--- config.mk ---
export PLATFORM = sky130hd
export DESIGN_NAME = parking_gate_ctrl
export DESIGN_NICKNAME = d
export VERILOG_FILES = /design/src/rtl/parking_gate_ctrl.sv
export SDC_FILE = /design/constraint.sdc
export NUM_CORES = 1
export LEC_CHECK = 0
export ABC_AREA = 1
export CELL_PAD_IN_SITES_DETAIL_PLACEMENT = 2
export CELL_PAD_IN_SITES_GLOBAL_PLACEMENT = 2
export CORE_MARGIN = 2
export CORE_UTILIZATION = 15
export CTS_CLUSTER_SIZE = 8
export DETAILED_ROUTE_END_ITERATION = 6
export PLACE_DENSITY = 0.81
export SYNTH_ARGS = -nofsm -noshare
export SYNTH_HDL_FRONTEND = slang
export SYNTH_SLANG_ARGS = --single-unit
--- constraint.sdc ---
create_clock -name clk -period 1.2 [get_ports clk]
set_clock_uncertainty 0.2 [all_clocks]
set_input_delay 0.12 -clock clk [delete_from_list [all_inputs] [get_ports clk]]
set_output_delay 0.12 -clock clk [all_outputs]
set_load 0.02 [all_outputs]
--- src/rtl/parking_gate_ctrl.sv ---
// Parking entrance controller: PIN check, failed-attempt lockout
// and tailgating detection, Moore outputs from a registered state.
module parking_gate_ctrl #(
  parameter  int PIN_W     = 16,
  parameter  int MAX_TRIES = 3,
  localparam int CW        = $clog2(MAX_TRIES + 1)
) (
  input  logic             clk,
  input  logic             rst,
  input  logic             s01,
  input  logic             s02,
  input  logic [PIN_W-1:0] pass,
  input  logic [PIN_W-1:0] rghtpss,
  output logic             gate,
  output logic             wrong_pin_alarm,
  output logic             lock_alarm,
  output logic [CW-1:0]    tries
);

  localparam logic [2:0] IDLE      = 3'd0;
  localparam logic [2:0] VERIFY    = 3'd1;
  localparam logic [2:0] OPEN      = 3'd2;
  localparam logic [2:0] PIN_ALARM = 3'd3;
  localparam logic [2:0] BLOCK     = 3'd4;

  localparam logic [CW-1:0] TRY_MAX  = CW'(MAX_TRIES);
  localparam logic [CW-1:0] TRY_LAST = CW'(MAX_TRIES - 1);
  localparam logic [CW-1:0] TRY_ONE  = CW'(1);

  logic [2:0]    state_q, state_d;
  logic [CW-1:0] tries_q, tries_d;
  logic          gate_q, wpa_q, lock_q;
  logic          match;

  assign match = (pass == rghtpss);

  always_comb begin
    state_d = state_q;
    tries_d = tries_q;
    unique case (state_q)
      IDLE: begin
        if (s01 && s02) begin
          state_d = BLOCK;
        end else if (s01) begin
          state_d = VERIFY;
          tries_d = '0;
        end
      end
      VERIFY: begin
        if (match) begin
          state_d = OPEN;
          tries_d = '0;
        end else if (tries_q == TRY_LAST) begin
          state_d = PIN_ALARM;
          tries_d = TRY_MAX;
        end else begin
          tries_d = tries_q + TRY_ONE;
        end
      end
      OPEN: begin
        // tailgating outranks a normal pass-through
        if (s01 && s02) begin
          state_d = BLOCK;
        end else if (s02) begin
          state_d = IDLE;
        end
      end
      PIN_ALARM: begin
        if (match) begin
          state_d = OPEN;
          tries_d = '0;
        end
      end
      BLOCK: begin
        if (match) begin
          state_d = IDLE;
          tries_d = '0;
        end
      end
      default: begin
        state_d = IDLE;
        tries_d = '0;
      end
    endcase
  end

  // outputs are registered from the next state so they change with it
  always_ff @(posedge clk or negedge rst) begin
    if (!rst) begin
      state_q <= IDLE;
      tries_q <= '0;
      gate_q  <= 1'b0;
      wpa_q   <= 1'b0;
      lock_q  <= 1'b0;
    end else begin
      state_q <= state_d;
      tries_q <= tries_d;
      gate_q  <= (state_d == OPEN);
      wpa_q   <= (state_d == PIN_ALARM);
      lock_q  <= (state_d == BLOCK);
    end
  end

  assign gate            = gate_q;
  assign wrong_pin_alarm = wpa_q;
  assign lock_alarm      = lock_q;
  assign tries           = tries_q;

endmodule

==> run_results.csv, run 1 <==
group,metric,value,unit
sta,fmax,0.7569,GHz
power_and_ir_drop,peakVddDrop,0.0009194,V
worst_setup_path,critPathLaunchType,"flip-flop",
worst_setup_path,worstSetupEndpointType,"flip-flop",
hold_path,hp-class,"input pin to asynchronous set/reset pin",
route,drt-total-wl,2.666,mm
power_and_ir_drop,switching_share,41.99,%
cells_and_area,nNetsFinal,231,
cells_and_area,diodes,0,
cells_and_area,drive_above_1_share,28.50,%
placement,hpwl,2.176,mm
global_route,grt_pass1_vias,1060,
worst_setup_path,required,1130,ps
floorplanning,ios,41,
clock_tree,clock-sinks,8,
cells_and_area,layout_common_cells,"nand2_1 (44), inv_1 (30), nor2_1 (21), clkdlybuf4s15_1 (15), dlygate4sd2_1 (15)",
cells_and_area,layout_commonest_cell,"nand2_1",
worst_setup_path,crit_arrival,1250,ps
sta,whs,-46.24,ps
sta,setup_ws,-121.1,ps
route,vias_per_cell,3.858,
logic_synthesis,netlist_area,738.2,sq um
floorplanning,fp.dieArea,5498,sq um
logic_synthesis,yosys_warnings,0,
global_route,grt.total_usage,10.49,%
logic_synthesis,synthMuxAreaShare,0,%
route,vias,1003,
placement,gp_congestion,0.6931,
logic_synthesis,seq_area_frac_synth,27.12,%
run_status,status,"finished, violations left",
sta,fin_crit_sh,110.1,%
logic_synthesis,synthXorXnorAreaFrac,0,%
clock_tree,cts_made_buffers,3,
logic_synthesis,synth_cell_types,14,
logic_synthesis,synth_top_family_by_area,"simple AND/OR/NAND/NOR gates",
clock_tree,clockBufferDepth,2,
clock_tree,cts_tree,"built",
worst_setup_path,cp_max_fo,4,
clock_tree,insertion_delay,240,ps
worst_setup_path,path_class,"flip-flop to flip-flop",
run,drv_cap,0,
power_and_ir_drop,p_leak,0.8190,nW
sta,finalHoldViolations,8,
clock_tree,clkTransAtPathRegs,50,ps
cells_and_area,synthToLayoutAreaGrowth,93.22,%
placement,io_buffers,40,
route,drc,0,
global_route,grt_max_degree,9,
sta,worst_pin_slew,348.8,ps
power_and_ir_drop,p_clk_share,18.1,%
sta,slew_headroom,76.68,%
power_and_ir_drop,switchingPower,0.8135,mW
sta,rsz0062_at_grt,"true",
route,firstDrtPassIters,4,
floorplanning,start_util,15.63,%
power_and_ir_drop,p_seq_share,25.3,%
logic_synthesis,syn-instance-count,138,
clock_tree,h-tree-depth,1,
logic_synthesis,synth_compound_area_share,7.966,%
logic_synthesis,ys_seq_elements,8,
route,drt-wirelength-per-cell,10.25,um
logic_synthesis,synth_fa_ha_area_share,1.695,%
floorplanning,core_area,4723,sq um
global_route,grt_antenna_before_repair,0,
global_route,grt_overflow,0,
sta,fin_crit,1321,ps
floorplanning,rows,25,
global_route,grt_pass1_wl,4.436,mm
power_and_ir_drop,pwr-share-comb,56.6,%
power_and_ir_drop,intPower,1.124,mW
power_and_ir_drop,p_per_area,1358,nW/um^2
clock_tree,root_buffer,"clkbuf_8",
route,first_iter_violations,12,
placement,place_worst_setup_slack,-586.2,ps
sta,finalSetupViolCount,8,
logic_synthesis,synthSimpleGateAreaFrac,45.42,%
logic_synthesis,avgSynthCellArea,5.349,sq um
logic_synthesis,syn-num-nets,175,
sta,slew_violations,0,
run_status,violations,"hold timing, setup timing",
floorplanning,fp.dieH,74.15,um
floorplanning,die_x,74.15,um
route,ant_nets,0,
==> routing by layer <==
metal	global-route usage, %	up-vias	share of wire [%]
met1	10.84	470	40
met4	4.242	0	1.5
met3	0.9485	5	4.8
met5	0	-	0
li1	-	504	-
met2	21.23	24	53
==> through the flow <==
step / TNS [ps] / std cells / util, % / cell area, sq um / total power [mW]
2_1_floorplan: 0 / 138 / - / 755.7 / 0.8986
3_3_place_gp: -4188 / 252 / 27.36 / 1292 / 1.347
3_5_place_dp: -4483 / 252 / 27.36 / 1292 / 1.395
4_1_cts: -639.2 / 259 / 28.95 / 1368 / 1.786
5_1_grt: -1162 / 260 / 30.20 / 1426 / 2.103
6_report: -690.3 / 260 / 30.20 / 1426 / 1.937
==> path summary, 6_finish.rpt <==
kind | startpoint | end | slack [ps] | depth (start not counted)
max | state_q[0] | tries[1] | -120 | 7
min | rst | wrong_pin_alarm | -50 | 1
max reg2reg | state_q[0] | tries[1] | -120 | 7
min reg2reg | tries[0] | tries[0] | 320 | 2
max in group asynchronous | rst | state_q[2] | 560 | 1
min in group clk | tries[0] | tries[0] | 320 | 2
==> registers in the layout (all words and copies together) (netlist names) <==
| register | cells |
|---|---|
| gate | 1 |
| lock_alarm | 1 |
| wrong_pin_alarm | 1 |
| tries | 2 |
| state_q | 3 |
==> synthesized netlist by cell type <==
cell type | count | area, sq um
a21oi_1 | 4 | 20.02
a21oi_2 | 2 | 17.52
a22o_1 | 1 | 8.760
dfrtp_1 | 8 | 200.2
ha_1 | 1 | 12.51
inv_1 | 35 | 131.4
nand2_1 | 53 | 198.9
nand2_2 | 3 | 18.77
nand3_1 | 2 | 10.01
nor2_1 | 24 | 90.09
nor2_2 | 2 | 12.51
nor3_1 | 1 | 5.000
o211ai_1 | 1 | 7.510
o21ai_1 | 1 | 5.000
==> what timing repair did <==
| item | in CTS | in global routing |
|---|---|---|
| setup buffers | 3 | 1 |
| setup endpoints to repair | 13 | 9 |
| gates resized for setup | 70 | 28 |
| hold endpoints to repair | 8 | 8 |
| pin swaps | 32 | 18 |
| gates cloned | 0 | 0 |
==> cells by family (layout without fill, tap and decap cells) <==
| kind of cell | Yosys count | in the layout |
|---|---|---|
| compound gates | 9 | 9 |
| fa+ha+maj | 1 | 1 |
| buf+inv | 35 | 90 |
| flops | 8 | 8 |
| simple gates | 85 | 85 |
==> power groups by stage <==
stage	sequential (mW)	combinational, mW	clock [mW]
after floorplan	0.506	0.393	0
after global placement	0.445	0.902	0
after detailed placement	0.449	0.946	0
after CTS	0.459	0.969	0.359
after global routing	0.502	1.23	0.368
final	0.490	1.10	0.350
==> layout make-up <==
type,instances,area [sq um]
Inverter,35,131.4
Timing Repair Buffer,51,451.7
Multi-Input combinational cell,95,509.2
Fill cell,583,3297
Sequential cell,8,205.2
Clock buffer,4,45.04
Tap cell,67,83.83
==> worst max-delay path: stages, from the launching register on <==
cell and delay [ps]:
dfrtp_2 440, inv_2 80, nor2_4 40, a22o_1 200
nand2_2 70, nand2_2 60, nand2_2 70, nand2_2 50
No activity file was read; power rests on OpenSTA's default activity.
==> inputs of run 2 (changes only) <==
Settings changed: GPL_TIMING_DRIVEN set to 0, TNS_END_PERCENT set to 100.
==> run_results.csv, run 2 (same netlist as run 1, synthesis figures left out) <==
group,metric,value,unit
global_route,grt_antenna_before_repair,0,
sta,fmax,0.7461,GHz
floorplanning,ios,41,
route,vias_per_cell,3.826,
placement,io_buffers,40,
cells_and_area,utilization,29.48,%
placement,place_area,1240,sq um
power_and_ir_drop,p_per_area,1264,nW/um^2
cells_and_area,layout_common_cells,"nand2_1 (46), inv_1 (31), clkdlybuf4s15_1 (23), nor2_1 (22)",
worst_setup_path,r2r-start,"state_q[0]",
global_route,grt_overflow,0,
worst_setup_path,crit_arrival,1300,ps
global_route,grt_pass1_wl,4.471,mm
sta,rsz0062_at_grt,"true",
global_route,grt_max_degree,9,
route,drt-wirelength-per-cell,10.35,um
placement,gp_congestion,0.6511,
power_and_ir_drop,intPower,1.002,mW
clock_tree,root_buffer,"clkbuf_8",
worst_setup_path,critPathLaunchType,"flip-flop",
sta,setup_ws,-140.3,ps
floorplanning,fp.dieH,74.15,um
clock_tree,insertion_delay,230,ps
global_route,grt.total_usage,10.45,%
run,drv_cap,0,
route,firstDrtPassIters,4,
route,first_iter_violations,13,
sta,finalHoldViolations,8,
cells_and_area,multi_input_area,505.5,sq um
clock_tree,cts_tree,"built",
worst_setup_path,worstSetupEndpointType,"flip-flop",
cells_and_area,largest_register,"state_q",
cells_and_area,synthToLayoutAreaGrowth,88.64,%
power_and_ir_drop,switchingPower,0.7585,mW
worst_setup_path,r2r-end,"wrong_pin_alarm",
sta,slew_violations,0,
placement,dp.cells,245,
cells_and_area,nNetsFinal,229,
worst_setup_path,reg2reg_depth,5,
sta,whs,-43.23,ps
route,drc,0,
cells_and_area,layout_commonest_cell,"nand2_1",
worst_setup_path,reg2reg_slack,-140,ps
hold_path,hp-class,"input pin to asynchronous set/reset pin",
floorplanning,rows,25,
power_and_ir_drop,p_leak,0.7990,nW
power_and_ir_drop,peakVddDrop,0.0007163,V
worst_setup_path,cp_max_fo,4,
worst_setup_path,path_class,"flip-flop to flip-flop",
floorplanning,core_area,4723,sq um
placement,hpwl,2.108,mm
route,drt-total-wl,2.671,mm
power_and_ir_drop,p_seq_share,28.4,%
clock_tree,clkTransAtPathRegs,40,ps
clock_tree,cts_made_buffers,3,
run_status,status,"finished, violations left",
sta,slew_headroom,77.09,%
power_and_ir_drop,switching_share,43.08,%
sta,finalSetupViolCount,8,
sta,worst_pin_slew,342.5,ps
cells_and_area,drive_above_1_share,27.75,%
route,vias,987,
cells_and_area,fin_area,1393,sq um
cells_and_area,fin_cells,258,
floorplanning,start_util,15.63,%
clock_tree,h-tree-depth,1,
worst_setup_path,critical_path.endpoint,"wrong_pin_alarm",
cells_and_area,n_fill_cell,576,
power_and_ir_drop,p_clk_share,19.5,%
worst_setup_path,required,1160,ps
floorplanning,die_x,74.15,um
route,ant_nets,0,
cells_and_area,largest_reg_flops,3,
clock_tree,clock-sinks,8,
worst_setup_path,cp-startpoint,"state_q[0]",
sta,fin_crit_sh,111.7,%
power_and_ir_drop,pwr-share-comb,52.1,%
sta,fin_crit,1340,ps
global_route,grt_pass1_vias,1063,
sta,tns,-895.5,ps
floorplanning,fp.dieArea,5498,sq um
clock_tree,clockBufferDepth,2,
cells_and_area,seqCellArea,205.2,sq um
cells_and_area,diodes,0,
run_status,violations,"hold timing, setup timing",
==> run 2: area by class of cell <==
cell class / instances / area share, %
clock buffers: 4 / 3.234
flip-flops and latches: 8 / 14.73
multi-input cells: 95 / 36.30
well taps: 67 / 6.020
repair buffers: 49 / 30.28
inverters: 35 / 9.434
==> run 2: worst max-delay path, stage by stage (launching register included) <==
cell	delay, ps
dfrtp_2	440
buf_4	150
nor3_4	200
buf_4	140
a21oi_2	30
a21oi_2	110
==> run 2: how the worst min path moves through the flow <==
stage / depth (start not counted) / end / startpoint / slack, ps
2_1_floorplan: 0 / gate / rst / -380
3_3_place_gp: 1 / state_q[1] / rst / 210
3_5_place_dp: 1 / state_q[2] / rst / 220
4_1_cts: 1 / wrong_pin_alarm / rst / -30
5_1_grt: 1 / gate / rst / -20
6_report: 1 / wrong_pin_alarm / rst / -40
==> run 2: stage by stage <==
stage | worst slack, ps | total power [mW]
2_1_floorplan | 5.740 | 0.8986
3_3_place_gp | -596.5 | 1.213
3_5_place_dp | -613.8 | 1.251
4_1_cts | -106.3 | 1.654
5_1_grt | -208.2 | 1.915
6_report | -140.3 | 1.761
==> run 2: per-layer routing <==
layer  track usage [%]  up-vias  share of wire (%)
met5                 0        -                  0
met1             11.38      456                 40
li1                  -      504                  -
met3             1.084        2                4.9
met4             3.636        0                1.0
met2             20.63       25                 54
==> run 2: power by group through the flow <==
| stage | Combinational [mW] | Sequential [mW] | Clock (mW) |
|---|---|---|---|
| after CTS | 0.832 | 0.483 | 0.339 |
| after global placement | 0.750 | 0.464 | 0 |
| after floorplan | 0.393 | 0.506 | 0 |
| final | 0.917 | 0.500 | 0.344 |
| after global routing | 1.03 | 0.512 | 0.376 |
| after detailed placement | 0.786 | 0.465 | 0 |
==> run 2: repair_timing <==
action,CTS,global route
setup buffers,6,3
pin swaps,38,16
resized for setup,90,26
endpoints found under the hold margin,8,8
setup endpoints to repair,13,10
